**config.mk**
```make
export PLATFORM = sky130hd
export DESIGN_NAME = bus_cycle_engine
export DESIGN_NICKNAME = d
export VERILOG_FILES = /design/src/rtl/bus_cycle_engine.sv
export SDC_FILE = /design/constraint.sdc
export NUM_CORES = 1
export LEC_CHECK = 0
export ABC_AREA = 0
export BUFFER_PORTS_ARGS = -buffer_cell sky130_fd_sc_hd__buf_2
export CORE_ASPECT_RATIO = 0.75
export CORE_MARGIN = 10
export CORE_UTILIZATION = 55
export CTS_BUF_LIST = sky130_fd_sc_hd__clkbuf_2
export DETAILED_ROUTE_END_ITERATION = 8
export PLACE_DENSITY = 0.79
export SLEW_MARGIN = 20
export SYNTH_ARGS = -nofsm -noshare
export SYNTH_HDL_FRONTEND = slang
export SYNTH_SLANG_ARGS = --single-unit
```
**constraint.sdc**
```tcl
create_clock -name clk -period 7.37 [get_ports clk]
set_clock_uncertainty 0.05 [all_clocks]
set_input_delay 1.474 -clock clk [delete_from_list [all_inputs] [get_ports clk]]
set_output_delay 1.474 -clock clk [all_outputs]
set_load 0.01 [all_outputs]
```
**src/rtl/bus_cycle_engine.sv**
```systemverilog
// Multiplexed address/data bus cycle engine: one CPU request becomes
// 1..MAX_BYTES beats of T1..T4 (with Tw wait states) on a BUS_W-bit bus.
//
// Ports:
//   clk, rst (async, active-low)
//   CPU side : req, we, m_io, nbeats, sext, addr, wdata -> rdata, busy, done, err
//   Bus side : ready, ad_i -> a, ad_o, ad_oe, ale, rd_n, wr_n, den_n, dtr, iom
//
// Optional build macro BUS_TIMEOUT_EN: aborts a beat after TIMEOUT wait
// states with done+err; without it Tw waits forever and err is tied low.
module bus_cycle_engine #(
   parameter int ADDR_W    = 20,
   parameter int BUS_W     = 8,
   parameter int MAX_BYTES = 2,
   parameter int TIMEOUT   = 16
) (
   input  logic                           clk,
   input  logic                           rst,
   input  logic                           req,
   input  logic                           we,
   input  logic                           m_io,
   input  logic [$clog2(MAX_BYTES+1)-1:0] nbeats,
   input  logic                           sext,
   input  logic [ADDR_W-1:0]              addr,
   input  logic [BUS_W*MAX_BYTES-1:0]     wdata,
   output logic [BUS_W*MAX_BYTES-1:0]     rdata,
   output logic                           busy,
   output logic                           done,
   output logic                           err,
   input  logic                           ready,
   output logic [ADDR_W-1:0]              a,
   output logic [BUS_W-1:0]               ad_o,
   output logic                           ad_oe,
   input  logic [BUS_W-1:0]               ad_i,
   output logic                           ale,
   output logic                           rd_n,
   output logic                           wr_n,
   output logic                           den_n,
   output logic                           dtr,
   output logic                           iom
);

   localparam int DW   = BUS_W * MAX_BYTES;
   localparam int NB_W = $clog2(MAX_BYTES + 1);

   typedef enum logic [2:0] {
      IDLE, T1, T2, T3, TW, T4
   } state_t;

   state_t            state;
   logic [NB_W-1:0]   beat;
   logic [NB_W-1:0]   last;
   logic [ADDR_W-1:0] base;
   logic [DW-1:0]     wbuf;
   logic [DW-1:0]     rbuf;
   logic              we_r;
   logic              sext_r;
   logic [ADDR_W-1:0] a_inc;

`ifdef BUS_TIMEOUT_EN
   localparam int TO_W = $clog2(TIMEOUT + 1);
   logic [TO_W-1:0] wcnt;
   logic            err_q;
   assign err = err_q;
`else
   assign err = 1'b0;
`endif

   // address of the following beat, wraps modulo 2^ADDR_W
   assign a_inc = base + ADDR_W'(beat) + ADDR_W'(1);

   function automatic logic [BUS_W-1:0] lane(
      input logic [DW-1:0]   v,
      input logic [NB_W-1:0] k
   );
      return v[int'(k)*BUS_W +: BUS_W];
   endfunction

   function automatic logic [DW-1:0] put_lane(
      input logic [DW-1:0]    v,
      input logic [NB_W-1:0]  k,
      input logic [BUS_W-1:0] d
   );
      logic [DW-1:0] r;
      r = v;
      r[int'(k)*BUS_W +: BUS_W] = d;
      return r;
   endfunction

   // lanes above the last beat become sign copies or zero
   function automatic logic [DW-1:0] extend(
      input logic [DW-1:0]   v,
      input logic [NB_W-1:0] lk,
      input logic            s
   );
      logic [DW-1:0] r;
      logic          msb;
      r   = v;
      msb = s & v[int'(lk)*BUS_W + BUS_W - 1];
      for (int i = 0; i < MAX_BYTES; i++) begin
         if (i > int'(lk)) r[i*BUS_W +: BUS_W] = {BUS_W{msb}};
      end
      return r;
   endfunction

   always_ff @(posedge clk or negedge rst) begin
      if (!rst) begin
         state  <= IDLE;
         beat   <= '0;
         last   <= '0;
         base   <= '0;
         wbuf   <= '0;
         rbuf   <= '0;
         we_r   <= 1'b0;
         sext_r <= 1'b0;
         rdata  <= '0;
         busy   <= 1'b0;
         done   <= 1'b0;
         ale    <= 1'b0;
         ad_oe  <= 1'b0;
         rd_n   <= 1'b1;
         wr_n   <= 1'b1;
         den_n  <= 1'b1;
         dtr    <= 1'b1;
         iom    <= 1'b1;
         a      <= '0;
         ad_o   <= '0;
`ifdef BUS_TIMEOUT_EN
         wcnt   <= '0;
         err_q  <= 1'b0;
`endif
      end else begin
         unique case (state)
            IDLE: begin
               if (req) begin
                  base   <= addr;
                  wbuf   <= wdata;
                  we_r   <= we;
                  sext_r <= sext;
                  rbuf   <= rdata;
                  if (nbeats == '0 || int'(nbeats) > MAX_BYTES)
                     last <= NB_W'(MAX_BYTES - 1);
                  else
                     last <= nbeats - 1'b1;
                  beat  <= '0;
                  state <= T1;
                  busy  <= 1'b1;
                  ale   <= 1'b1;
                  ad_oe <= 1'b1;
                  a     <= addr;
                  ad_o  <= addr[BUS_W-1:0];
                  iom   <= ~m_io;
                  dtr   <= we;
               end
            end
            T1: begin
               state <= T2;
               ale   <= 1'b0;
               den_n <= 1'b0;
               if (we_r) begin
                  wr_n  <= 1'b0;
                  ad_oe <= 1'b1;
                  ad_o  <= lane(wbuf, beat);
               end else begin
                  rd_n  <= 1'b0;
                  ad_oe <= 1'b0;
                  ad_o  <= '0;
               end
            end
            T2: begin
               state <= T3;
`ifdef BUS_TIMEOUT_EN
               wcnt  <= '0;
`endif
            end
            T3, TW: begin
               if (ready) begin
                  state <= T4;
                  rd_n  <= 1'b1;
                  wr_n  <= 1'b1;
                  den_n <= 1'b1;
                  ad_oe <= 1'b0;
                  ad_o  <= '0;
                  if (!we_r) rbuf <= put_lane(rbuf, beat, ad_i);
                  if (beat == last) begin
                     done <= 1'b1;
                     if (!we_r)
                        rdata <= extend(put_lane(rbuf, beat, ad_i),
                                        last, sext_r);
                  end
               end
`ifdef BUS_TIMEOUT_EN
               else if (state == TW && wcnt == TO_W'(TIMEOUT - 1)) begin
                  // abort: skip remaining beats, keep untouched lanes
                  state <= T4;
                  rd_n  <= 1'b1;
                  wr_n  <= 1'b1;
                  den_n <= 1'b1;
                  ad_oe <= 1'b0;
                  ad_o  <= '0;
                  beat  <= last;
                  done  <= 1'b1;
                  err_q <= 1'b1;
                  if (!we_r) rdata <= rbuf;
               end
`endif
               else begin
                  state <= TW;
`ifdef BUS_TIMEOUT_EN
                  if (state == TW) wcnt <= wcnt + 1'b1;
`endif
               end
            end
            T4: begin
               done  <= 1'b0;
`ifdef BUS_TIMEOUT_EN
               err_q <= 1'b0;
`endif
               if (beat == last) begin
                  state <= IDLE;
                  beat  <= '0;
                  busy  <= 1'b0;
                  dtr   <= 1'b1;
                  iom   <= 1'b1;
               end else begin
                  state <= T1;
                  beat  <= beat + 1'b1;
                  ale   <= 1'b1;
                  ad_oe <= 1'b1;
                  a     <= a_inc;
                  ad_o  <= a_inc[BUS_W-1:0];
               end
            end
            default: state <= IDLE;
         endcase
      end
   end

endmodule

```
==> reports/metrics.cfg <==
[routing]
drtPass1Iterations=6
post-route-drc-count=0
vias=4999
drt_iter0_drc=530
via_per_inst=5.806
routedWlPerCell_um=18.12
wirelength_um=15600
ant_nets=0

[cells_and_area]
drive_gt1_share_pct=21.95
instances_no_fill=861
multi_input_area_sq_mm=0.002595
area_growth_pct=14.71
n_fill_cell=835
antennaDiodeCount=0
num-nets-final=777
regArea_sq_mm=0.002859
utilization_pct=65.76
fin_area_sq_mm=0.006479

[yosys]
avgSynthCellArea_sq_um=9.080
seq_area_frac_synth_pct=50.62
synth_top_cell_area_share_pct=48.29
synth_nets=683
postSynthCellCount=622
synth_edf_count=0
synth-main-ff-cell=dfrtp_1
synth.distinct_cells=61
synth_area_leader_cell=dfrtp_1
syn-cell-area_sq_mm=0.005648
ys_ff_latch=114
synth_async_sr_flop_share_pct=100.0
yosysWarningCount=0
synth_area_leaders=dfrtp_1 (48%), nand2_1 (11%), o21ai_0 (3.8%)

[critical_path]
critPathMaxFanout=29
slowest_stage=and3_1
crit_buf_inv=1
worstSetupStartpointType=register
critPathKind=reg -> reg
critical-path-max-stage-delay_ns=0.82
end_kind=register
worst_ep_arrival_time_ns=3.93
required_ns=7.89
cp_cell_sequence=nor2b_1, a21oi_4, inv_2, and3_1, o21ai_2, o22a_1
crit_family=simple AND/OR/NAND/NOR gates

[clock_network]
cts_max_level=4
hold_buffers=0
path_clk_slew_ns=0.16
cts.sinks=114
postCtsSetupBuffers=0
numCtsBuffers=17
cts_root_buf=clkbuf_2
cts_tree=built
cts.path.max_buffers=2
post_cts_resized=0
clk-insertion-delay-late_ns=0.70

[pwr]
p_total_mw=2.931
peakVddDrop_mv=0.2012
power.density_mw_per_mm2=452.4
leakage_nw=3.135

[timing]
finalCritPeriodShare_pct=46.23
fin_ws_ns=3.963
hold_viol_final=0
fin_crit_ns=3.407
worst_pin_slew_ns=0.9950
max_freq_mhz=293.5
setup_viol=0
slew_viol_final=0
tns_ns=0
rsz0062_at_grt=false
whs_ns=0.4423
maxSlewHeadroom_pct=33.67

[grt]
grt_max_degree=80
gr-total-overflow=0
grt_pass1_wl_um=25760
track_usage_pct=21.77
grt_pass1_vias=5092
antenna_found_initial=0

[place]
placed_cell_area_sq_mm=0.006215
hpwl_um=11140
dp_slack_ns=3.948
gp_congestion=0.9576
dp.cells=829
portBuffers=105

[run_status]
status=finished clean

[run]
drv_cap=0

[floorplanning]
die_height_um=107.8
placementRows=31
die_area_sq_mm=0.01476
die_w_um=137.0
start_util_pct=57.33
core_sq_mm=0.009852
io_pins=107

[worst_hold_path]
hp-class=reg -> reg

cells in the mapped netlist, types with 2 or more instances:
master / count
inv_1: 9
clkbuf_1: 11
o22a_1: 9
o31ai_1: 2
buf_2: 19
o21ai_0: 43
or3_1: 3
a31oi_1: 10
o211ai_1: 10
ha_1: 7
nand2b_1: 3
nand2_1: 167
nand3_1: 14
a211oi_1: 3
and2b_1: 2
a21boi_0: 2
nor2_1: 34
a21oi_1: 35
a22oi_1: 5
xnor2_1: 15
dfrtp_1: 109
mux2_2: 6
and3_1: 4
and4_1: 3
nor2b_1: 22
xor2_1: 4
and2_0: 3
a221oi_1: 5
dfstp_2: 5
nor3_1: 5
and2_1: 3
mux2i_1: 5
o21ai_1: 4
a21o_1: 10
nand4_1: 3
buf_4: 3
area by class of cell:
class	count	area share (%)
flip-flops and latches	114	44.13
multi-input cells	464	40.05
well taps	132	2.549
clock buffers	20	1.545
repair buffers	109	8.613
inverters	10	0.5794
clock inverters	12	2.530
power breakdown:
part	switching (mW)	internal [mW]	leakage, nW
Combinational	0.772	0.511	1.58
Sequential	0.253	0.931	1.39
Clock	0.241	0.223	0.163
Total	1.27	1.66	3.14
path summary, 6_finish.rpt:
kind | start | end | slack [ns] | depth (start not counted)
max | state[0] | rdata[9] | 3.96 | 6
min | rbuf[5] | rbuf[5] | 0.44 | 1
max reg2reg | state[0] | rdata[9] | 3.96 | 6
min reg2reg | rbuf[5] | rbuf[5] | 0.44 | 1
max in group asynchronous | rst | base[15] | 5.22 | 2
min in group asynchronous | rst | rdata[10] | 0.66 | 1
layer usage:
layer / track usage (%) / part of all wire (%)
met5: 0 / 0
met4: 6.532 / 1.6
met3: 6.530 / 8.4
met2: 33.71 / 47
met1: 28.79 / 43
kinds of logic (layout without fill, tap and decap cells):
| family | count (synthesis) | after routing | synth area share, % |
|---|---|---|---|
| fa+ha+maj | 8 | 8 | 1.905 |
| mux | 11 | 11 | 2.082 |
| buf+inv | 44 | 151 | 3.544 |
| xor+xnor | 19 | 19 | 2.946 |
| other cells | 1 | 1 | 0.06640 |
| simple gates | 273 | 273 | 21.67 |
| compound gates | 152 | 152 | 17.17 |
| flops | 114 | 114 | 50.62 |
registers in the layout, summed over array words and instances, names as in the netlist:
register,count
ale,1
last,2
we_r,1
done,1
den_n,1
rbuf,16
dtr,1
wbuf,16
sext_r,1
rdata,16
ad_o,8
beat,2
iom,1
state,3
rd_n,1
base,20
busy,1
a,20
wr_n,1
ad_oe,1
cells in the final DEF, fill, tap and decap left out, types with 3 or more instances in the layout:
cell type,synthesis,routed
clkinv_2,0,4
bufinv_16,0,4
xnor2_1,15,15
a221oi_1,5,5
o21ai_0,43,43
dfstp_2,5,5
a211oi_1,3,3
a22oi_1,5,5
nand4_1,3,3
and2_1,3,3
nor2b_1,22,22
or3_1,3,3
nand2b_1,3,3
nand2_1,167,167
nor2_1,34,34
o21ai_1,4,4
clkbuf_2,0,20
xor2_1,4,4
buf_4,3,5
nand3_1,14,14
o211ai_1,10,10
a31oi_1,10,10
and2_0,3,3
and4_1,3,3
mux2i_1,5,5
a21o_1,10,10
dfrtp_1,109,109
nor3_1,5,5
o22a_1,9,9
a21oi_1,35,35
buf_2,19,104
ha_1,7,7
and3_1,4,4
mux2_2,6,6
inv_1,9,9
Note: power is estimated with default switching activity, not from simulation.
